==> config.mk <==
export PLATFORM = sky130hd
export DESIGN_NAME = viterbi_frame_arbiter
export DESIGN_NICKNAME = d
export VERILOG_FILES = /design/src/rtl/viterbi_frame_arbiter.sv
export SDC_FILE = /design/constraint.sdc
export NUM_CORES = 1
export LEC_CHECK = 0
export BUFFER_PORTS_ARGS = -buffer_cell sky130_fd_sc_hd__buf_4
export CAP_MARGIN = 20
export CORE_MARGIN = 2
export CORE_UTILIZATION = 50
export DETAILED_ROUTE_END_ITERATION = 10
export PLACE_DENSITY_LB_ADDON = 0.08
export SLEW_MARGIN = 20
export SYNTH_ARGS = -nofsm -noshare
export SYNTH_HDL_FRONTEND = slang
export SYNTH_SLANG_ARGS = --single-unit
==> constraint.sdc <==
create_clock -name i_clk -period 1.5 [get_ports i_clk]
set_input_delay 0.15 -clock i_clk [delete_from_list [all_inputs] [get_ports i_clk]]
set_output_delay 0.15 -clock i_clk [all_outputs]
set_load 0.02 [all_outputs]
==> src/rtl/viterbi_frame_arbiter.sv <==
// Frame scheduler that time-shares one Viterbi decoder between two symbol requesters.
// Each granted frame does a decoder reset, then a paced feed, then a zero-symbol flush.
module viterbi_frame_arbiter #(
    parameter int unsigned WD_CODE   = 2,
    parameter int unsigned FRAME_LEN = 64,
    parameter int unsigned DEC_LAT   = 48,
    parameter int unsigned SYM_DIV   = 8
) (
    input  logic               i_clk,
    input  logic               i_rst,
    input  logic               i_req0,
    input  logic               i_req1,
    input  logic [WD_CODE-1:0] i_code0,
    input  logic [WD_CODE-1:0] i_code1,
    output logic               o_gnt0,
    output logic               o_gnt1,
    output logic               o_sym_ack0,
    output logic               o_sym_ack1,
    output logic               o_dec_reset_n,
    output logic               o_dec_active,
    output logic [WD_CODE-1:0] o_dec_code,
    input  logic               i_dec_out,
    output logic               o_out_valid,
    output logic               o_out_data,
    output logic               o_out_ch,
    output logic               o_busy
);

    localparam int unsigned PW = $clog2(SYM_DIV);

    localparam logic [1:0] S_IDLE  = 2'd0;
    localparam logic [1:0] S_RST   = 2'd1;
    localparam logic [1:0] S_FEED  = 2'd2;
    localparam logic [1:0] S_FLUSH = 2'd3;

    localparam logic [PW-1:0] PH_LAST    = PW'(SYM_DIV - 1);
    localparam logic [10:0]   SYM_FEED_L = 11'(FRAME_LEN - 1);
    localparam logic [10:0]   SYM_FLSH_L = 11'(FRAME_LEN + DEC_LAT - 1);
    localparam logic [10:0]   SYM_CAP_LO = 11'(DEC_LAT);
    localparam logic [10:0]   SYM_CAP_HI = 11'(FRAME_LEN + DEC_LAT);

    logic [1:0]         r_state;
    logic [PW-1:0]      r_phase;
    logic [10:0]        r_sym;
    logic               r_gnt0;
    logic               r_gnt1;
    logic               r_ch;
    logic               r_last;
    logic [WD_CODE-1:0] r_dec_code;
    logic               r_out_valid;
    logic               r_out_data;
    logic               r_out_ch;

    logic               w_running;
    logic               w_phase_zero;
    logic               w_phase_end;
    logic               w_capture;
    logic               w_pick;
    logic [WD_CODE-1:0] w_code_sel;

    assign w_running    = (r_state == S_FEED) || (r_state == S_FLUSH);
    assign w_phase_zero = (r_phase == '0);
    assign w_phase_end  = (r_phase == PH_LAST);
    // Decoded bits emerge only once the traceback window has filled.
    assign w_capture    = w_running && w_phase_end &&
                          (r_sym >= SYM_CAP_LO) && (r_sym < SYM_CAP_HI);
    assign w_pick       = (i_req0 && i_req1) ? ~r_last : i_req1;
    assign w_code_sel   = r_ch ? i_code1 : i_code0;

    always_ff @(posedge i_clk or posedge i_rst) begin
        if (i_rst) begin
            r_state     <= S_IDLE;
            r_phase     <= '0;
            r_sym       <= '0;
            r_gnt0      <= 1'b0;
            r_gnt1      <= 1'b0;
            r_ch        <= 1'b0;
            r_last      <= 1'b1;
            r_dec_code  <= '0;
            r_out_valid <= 1'b0;
            r_out_data  <= 1'b0;
            r_out_ch    <= 1'b0;
        end else begin
            r_out_valid <= w_capture;
            if (w_capture) begin
                r_out_data <= i_dec_out;
                r_out_ch   <= r_ch;
            end
            case (r_state)
                S_IDLE: begin
                    if (i_req0 || i_req1) begin
                        r_state <= S_RST;
                        r_phase <= '0;
                        r_ch    <= w_pick;
                        r_gnt0  <= ~w_pick;
                        r_gnt1  <= w_pick;
                    end
                end
                S_RST: begin
                    if (w_phase_end) begin
                        r_state <= S_FEED;
                        r_phase <= '0;
                        r_sym   <= '0;
                    end else begin
                        r_phase <= r_phase + PW'(1);
                    end
                end
                S_FEED, S_FLUSH: begin
                    // Flush symbols are loaded on the same cadence so every symbol lasts one period.
                    if (w_phase_zero) begin
                        r_dec_code <= (r_state == S_FEED) ? w_code_sel : '0;
                    end
                    if (w_phase_end) begin
                        r_phase <= '0;
                        r_sym   <= r_sym + 11'd1;
                        if ((r_state == S_FEED) && (r_sym == SYM_FEED_L)) begin
                            r_state <= S_FLUSH;
                        end
                        if ((r_state == S_FLUSH) && (r_sym == SYM_FLSH_L)) begin
                            r_state <= S_IDLE;
                            r_gnt0  <= 1'b0;
                            r_gnt1  <= 1'b0;
                            r_last  <= r_ch;
                        end
                    end else begin
                        r_phase <= r_phase + PW'(1);
                    end
                end
                default: r_state <= S_IDLE;
            endcase
        end
    end

    assign o_gnt0        = r_gnt0;
    assign o_gnt1        = r_gnt1;
    assign o_sym_ack0    = (r_state == S_FEED) && w_phase_zero && !r_ch;
    assign o_sym_ack1    = (r_state == S_FEED) && w_phase_zero && r_ch;
    assign o_dec_reset_n = w_running;
    assign o_dec_active  = w_running;
    assign o_dec_code    = r_dec_code;
    assign o_out_valid   = r_out_valid;
    assign o_out_data    = r_out_data;
    assign o_out_ch      = r_out_ch;
    assign o_busy        = (r_state != S_IDLE);

endmodule
; Word level (Yosys, flattened, before mapping)
; Index checks and enable logic that the tools add are counted.
[totals]
output_inout_bits = 12
input_bits = 9
register_bits = 25
elab_cells = 74
[op_classes]
n_reduce_logical = 25
n_lt_le_gt_ge = 2
addsub = 2
muxes = 21
bitwise = 2
n_eq_ne = 11
[op_table]
columns = operator, count
row1 = $mux W11, 2
row2 = $pmux W11 S2, 1
row3 = $mux W2, 7
row4 = $add A11 B1 Y11 const B, 1
row5 = $eq A11 B6 Y1 const B, 1
row6 = $eq A11 B7 Y1 const B, 1
row7 = $ge A11 B6 Y1 const B, 1
row8 = $lt A11 B7 Y1 const B, 1
row9 = $logic_and A1 B1 Y1, 9
row10 = $ne A2 B2 Y1 const B, 4
row11 = $reduce_and A4 Y1, 2
row12 = $mux W3, 2
row13 = $pmux W2 S3, 1
row14 = $pmux W3 S2, 1
row15 = $reduce_and A3 Y1, 2
row16 = $reduce_bool A2 Y1, 3
row17 = $mux W1, 5
row18 = $eq A2 B2 Y1 const B, 2
row19 = $pmux W1 S2, 2
row20 = $reduce_and A2 Y1, 2
row21 = $add A3 B1 Y3 const B, 1
row22 = $eq A3 B3 Y1 const B, 1
row23 = $logic_not A3 Y1, 1
row24 = $ne A3 B3 Y1 const B, 1
row25 = other kinds (7), 9

; Logic depth before layout (Yosys ltp)
[depth]
depth_word = 6
ltp_mapped = 7

; Worst setup path before layout
; No wires, ideal clock.
[synth_path]
path_kind = reg-to-reg
start = register r_phase[0]
end = register r_out_ch, in the netlist o_out_ch
t_arrival_ns = 1.526
t_required_ns = 1.375
setup_ns = 0.125
synth_period_minus_slack_ns = 1.650
stages_incl_launch_ff = 7
slack_ns = -0.150
cell_sequence = dfrtp_1 -> ha_1 -> ha_1 -> and2_1 -> buf_2 -> nand3_2 -> mux2_2
[synth_via]
elab_chain_cells = 4
[synth_rtl]
columns = item, line_no
row1 = "start, declared", 43  ; logic [PW-1:0] r_phase;
row2 = "start signal, assigned", 105  ; r_phase <= r_phase + PW'(1);
row3 = "start signal, assigned", 126  ; r_phase <= r_phase + PW'(1);
row4 = $eq A3 B3 Y1, 63  ; assign w_phase_end = (r_phase == PH_LAST);
row5 = $logic_and A1 B1 Y1 (2 in series), 65  ; assign w_capture = w_running && w_phase_end &&
row6 = $logic_and A1 B1 Y1, 66  ; (r_sym >= SYM_CAP_LO) && (r_sym < SYM_CAP_HI);
row7 = "end signal, assigned", 87  ; r_out_ch <= r_ch;
row8 = "end, declared", 52  ; logic r_out_ch;
; No other way between the ends.
; A chain may end at the register's enable or synchronous reset.

; Worst setup path in the final report
[layout_path]
start = register r_phase[1]
end = output port o_sym_ack1
[layout_via]
elab_chain_cells = 3
[layout_rtl]
columns = item, line_no
row1 = $logic_not A3 Y1, 62  ; assign w_phase_zero = (r_phase == '0);
row2 = $logic_and A1 B1 Y1 (2 in series), 137  ; assign o_sym_ack1 = (r_state == S_FEED) && w_phase_zero && r_ch;
row3 = "end, declared", 18  ; output logic o_sym_ack1,
; No other way between the ends.

==> results.sh <==
export IMPL_nFillCells=183
export IMPL_htree_levels=1
export IMPL_detail_route_antenna_nets=0
export IMPL_switching_share=0.208
export IMPL_rows=18
export IMPL_power_clock_fraction=0.279
export IMPL_io_buffers=20
export IMPL_grt_pass1_wl_um=5220
export IMPL_synth_top_family_by_area="simple AND/OR/NAND/NOR gates"
export IMPL_hold_ws_ns=0.0626
export IMPL_drc=0
export IMPL_die_w_um=55.9
export IMPL_nets=191
export IMPL_drive_gt1_frac=0.460
export IMPL_ir_drop_uv=436
export IMPL_r2r_end="r_sym[8]"
export IMPL_final_cells=206
export IMPL_track_usage=0.208
export IMPL_globalplace_congestion=0.853
export IMPL_synth_area_mux_share=0.0483
export IMPL_crit_path_end="o_sym_ack1"
export IMPL_rrSetupSlack_ns=-0.13
export IMPL_pwr_share_seq=0.666
export IMPL_internal_power_mw=0.809
export IMPL_drt_iter0_markers=51
export IMPL_synthArstFlopShare=1.00
export IMPL_cp_startpoint="r_phase[1]"
export IMPL_cts_sinks=25
export IMPL_cts_path_max_buffers=2
export IMPL_multi_input_area_um2=790
export IMPL_worst_hold_path_type="in -> reg"
export IMPL_wire_per_inst_um=14.7
export IMPL_hold_viol_final=0
export IMPL_synth_compound_area_frac=0.143
export IMPL_grt_overflow=0
export IMPL_synthCells=139
export IMPL_rsz0062_at_grt="yes"
export IMPL_dp_slack_ns=-0.0284
export IMPL_crit_fanout=3
export IMPL_utilization=0.732
export IMPL_grt_max_degree=26
export IMPL_worstPathRequired_ns=1.35
export IMPL_worst_pin_slew_ns=0.450
export IMPL_cts_tree="done"
export IMPL_timing_fmax_mhz=601
export IMPL_synth_xor_area_frac=0.00650
export IMPL_routed_wl_um=3030
export IMPL_setup_viol=14
export IMPL_p_switching_mw=0.212
export IMPL_first_global_vias=1144
export IMPL_ys_ff_latch=25
export IMPL_status="complete, but fails checks"
export IMPL_via_per_inst=5.68
export IMPL_synthSimpleGateAreaFrac=0.236
export IMPL_setup_ws_ns=-0.165
export IMPL_slew_viol_final=0
export IMPL_crit_arrival_ns=1.51
export IMPL_criticalPathCategory="reg -> out"
export IMPL_vias=1171
export IMPL_startpoint_type="flop"
export IMPL_total_power_mw=1.02
export IMPL_cts_root_buf="clkbuf_4"
export IMPL_insertion_delay_ns=0.31
export IMPL_dp_hpwl_um=2100
export IMPL_dp_cells=196
export IMPL_max_slew_margin=0.698
export IMPL_synth_adder_area_share=0.0464
export IMPL_cts_made_buffers=3
export IMPL_initial_core_util=0.534
export IMPL_period_share=1.11
export IMPL_p_leak_nw=0.807
export IMPL_fp_dieArea_um2=3130
export IMPL_p_per_area_nw_per_um2=553
export IMPL_syn_area_um2=1350
export IMPL_die_h_um=55.9
export IMPL_p_comb_frac=0.055
export IMPL_violations="negative setup slack"
export IMPL_pin_count=21
export IMPL_clock_skew_final_ns=0.00478
export IMPL_critPathCaptureType="output pin"
export IMPL_synth_distinct_cells=41
export IMPL_antenna_found_initial=0
export IMPL_drtPass1Iterations=4
export IMPL_synth_warnings=0
export IMPL_maxCapViolCount=0
export IMPL_synth_nets=153
export IMPL_synth_edf_count=0
export IMPL_clk_pin_slew_ns=0.12
export IMPL_synth_seq_area_share=0.465
export IMPL_diodes=0
export IMPL_worst_r2r_path_depth=8
export IMPL_crit_reg2reg_launch="r_phase[1]"
export IMPL_synth_top_flop_cell="dfrtp_1"
export IMPL_regArea_um2=629
export IMPL_avgSynthCellArea_um2=9.69
export IMPL_finalCriticalPeriod_ns=1.66
export IMPL_area_delta_synth_final_pct=37.0
export IMPL_core_um2=2520
[per-stage QoR]
stage	area [µm²]	setup TNS, ns
finish	1850	-1.20
global route	1850	-2.33
floorplan	1400	-0.000115
global placement	1650	0
CTS	1760	-1.31
detailed placement	1650	-0.101
[state kept, by name, summed over array words and instances (netlist names)]
register     count
o_dec_code       2
o_gnt0           1
o_gnt1           1
o_out_ch         1
o_out_data       1
o_out_valid      1
r_ch             1
r_last           1
r_phase          3
r_state          2
r_sym           11
[critical path, stage by stage (launching register included)]
cell      delay (ns)
dfrtp_1         0.42
buf_6           0.13
inv_4           0.04
ha_4            0.11
nand3b_1        0.15
nor3b_2         0.19
buf_4           0.16
[layer usage]
| metal | part of all wire | wire (µm) | vias to the layer above | track usage |
|---|---|---|---|---|
| met5 | 0 | 0 | - | 0 |
| met4 | 0.012 | 36 | 0 | 0.0612 |
| met1 | 0.46 | 1400 | 563 | 0.294 |
| met2 | 0.49 | 1490 | 33 | 0.330 |
| met3 | 0.037 | 112 | 6 | 0.0326 |
| li1 | - | - | 569 | - |
[cells by family after synthesis]
group                      Yosys count
AOI/OAI and AO/OA                   28
xor gates and xnor gates             1
adders and majority gates            5
buffers and inverters               16
DFF                                 25
muxes                                6
and+or+nand+nor                     58
[power by group through the flow]
stage | Clock, mW | Combinational, mW | Sequential (mW)
6_report | 0.285 | 0.0558 | 0.680
5_1_grt | 0.324 | 0.0629 | 0.681
4_1_cts | 0.298 | 0.0543 | 0.680
3_5_place_dp | 0 | 0.0522 | 0.693
3_3_place_gp | 0 | 0.0511 | 0.693
2_1_floorplan | 0 | 0.0162 | 0.698
[placed cells by master (no fill, tap or decap), types with 2 or more instances in the layout]
master     n
inv_4      3
a31oi_1    3
nor2_1     7
o31ai_2    3
dfrtp_1   22
nand4_1    3
and2_4     2
ha_4       3
buf_4     36
o21ai_2    2
nand2_1   19
dfrtp_2    2
buf_6      4
nand3_1    5
a22o_1     3
o21ai_0    4
nor3_2     4
mux2i_1    2
inv_1      5
nor2_4     2
o31ai_1    2
o21ai_1    3
clkbuf_4   3
mux2_2     2
[worst min path at each step]
stage          startpoint       endpoint  slack [ns]  depth (start not counted)
2_1_floorplan       i_rst  o_dec_code[0]        0.18                          1
3_3_place_gp        i_rst  o_dec_code[0]        0.22                          3
3_5_place_dp        i_rst  o_dec_code[1]        0.23                          3
4_1_cts         i_dec_out     o_out_data        0.06                          2
5_1_grt         i_dec_out     o_out_data        0.04                          2
6_report        i_dec_out     o_out_data        0.06                          2
[layout make-up]
class | count | area share
clock buffer | 4 | 0.0142
inverter | 8 | 0.0203
multi-input combinational | 98 | 0.428
sequential | 25 | 0.341
tap | 30 | 0.0203
timing repair buffer | 41 | 0.176
[cell usage after synthesis (3+ instances only)]
cell | instances | area, µm²
a22o_1 | 3 | 26.3
a31oi_1 | 3 | 18.8
buf_4 | 3 | 22.5
clkbuf_1 | 3 | 11.3
dfrtp_1 | 24 | 601
ha_1 | 5 | 62.6
inv_1 | 8 | 30.0
nand2_1 | 21 | 78.8
nand3_1 | 5 | 25.0
nand4_1 | 3 | 18.8
nor2_1 | 8 | 30.0
nor3_1 | 5 | 25.0
o21ai_0 | 9 | 45.0
o31ai_1 | 5 | 37.5
[what timing repair did]
action | in CTS | in global routing
hold buffers | 1 | 0
buffers inserted | 3 | 2
endpoints found under the setup margin | 10 | 21
resized for setup | 14 | 23
pin swaps | 3 | 3
hold endpoints to repair | 24 | 0
No activity file was read; power rests on OpenSTA's default activity.
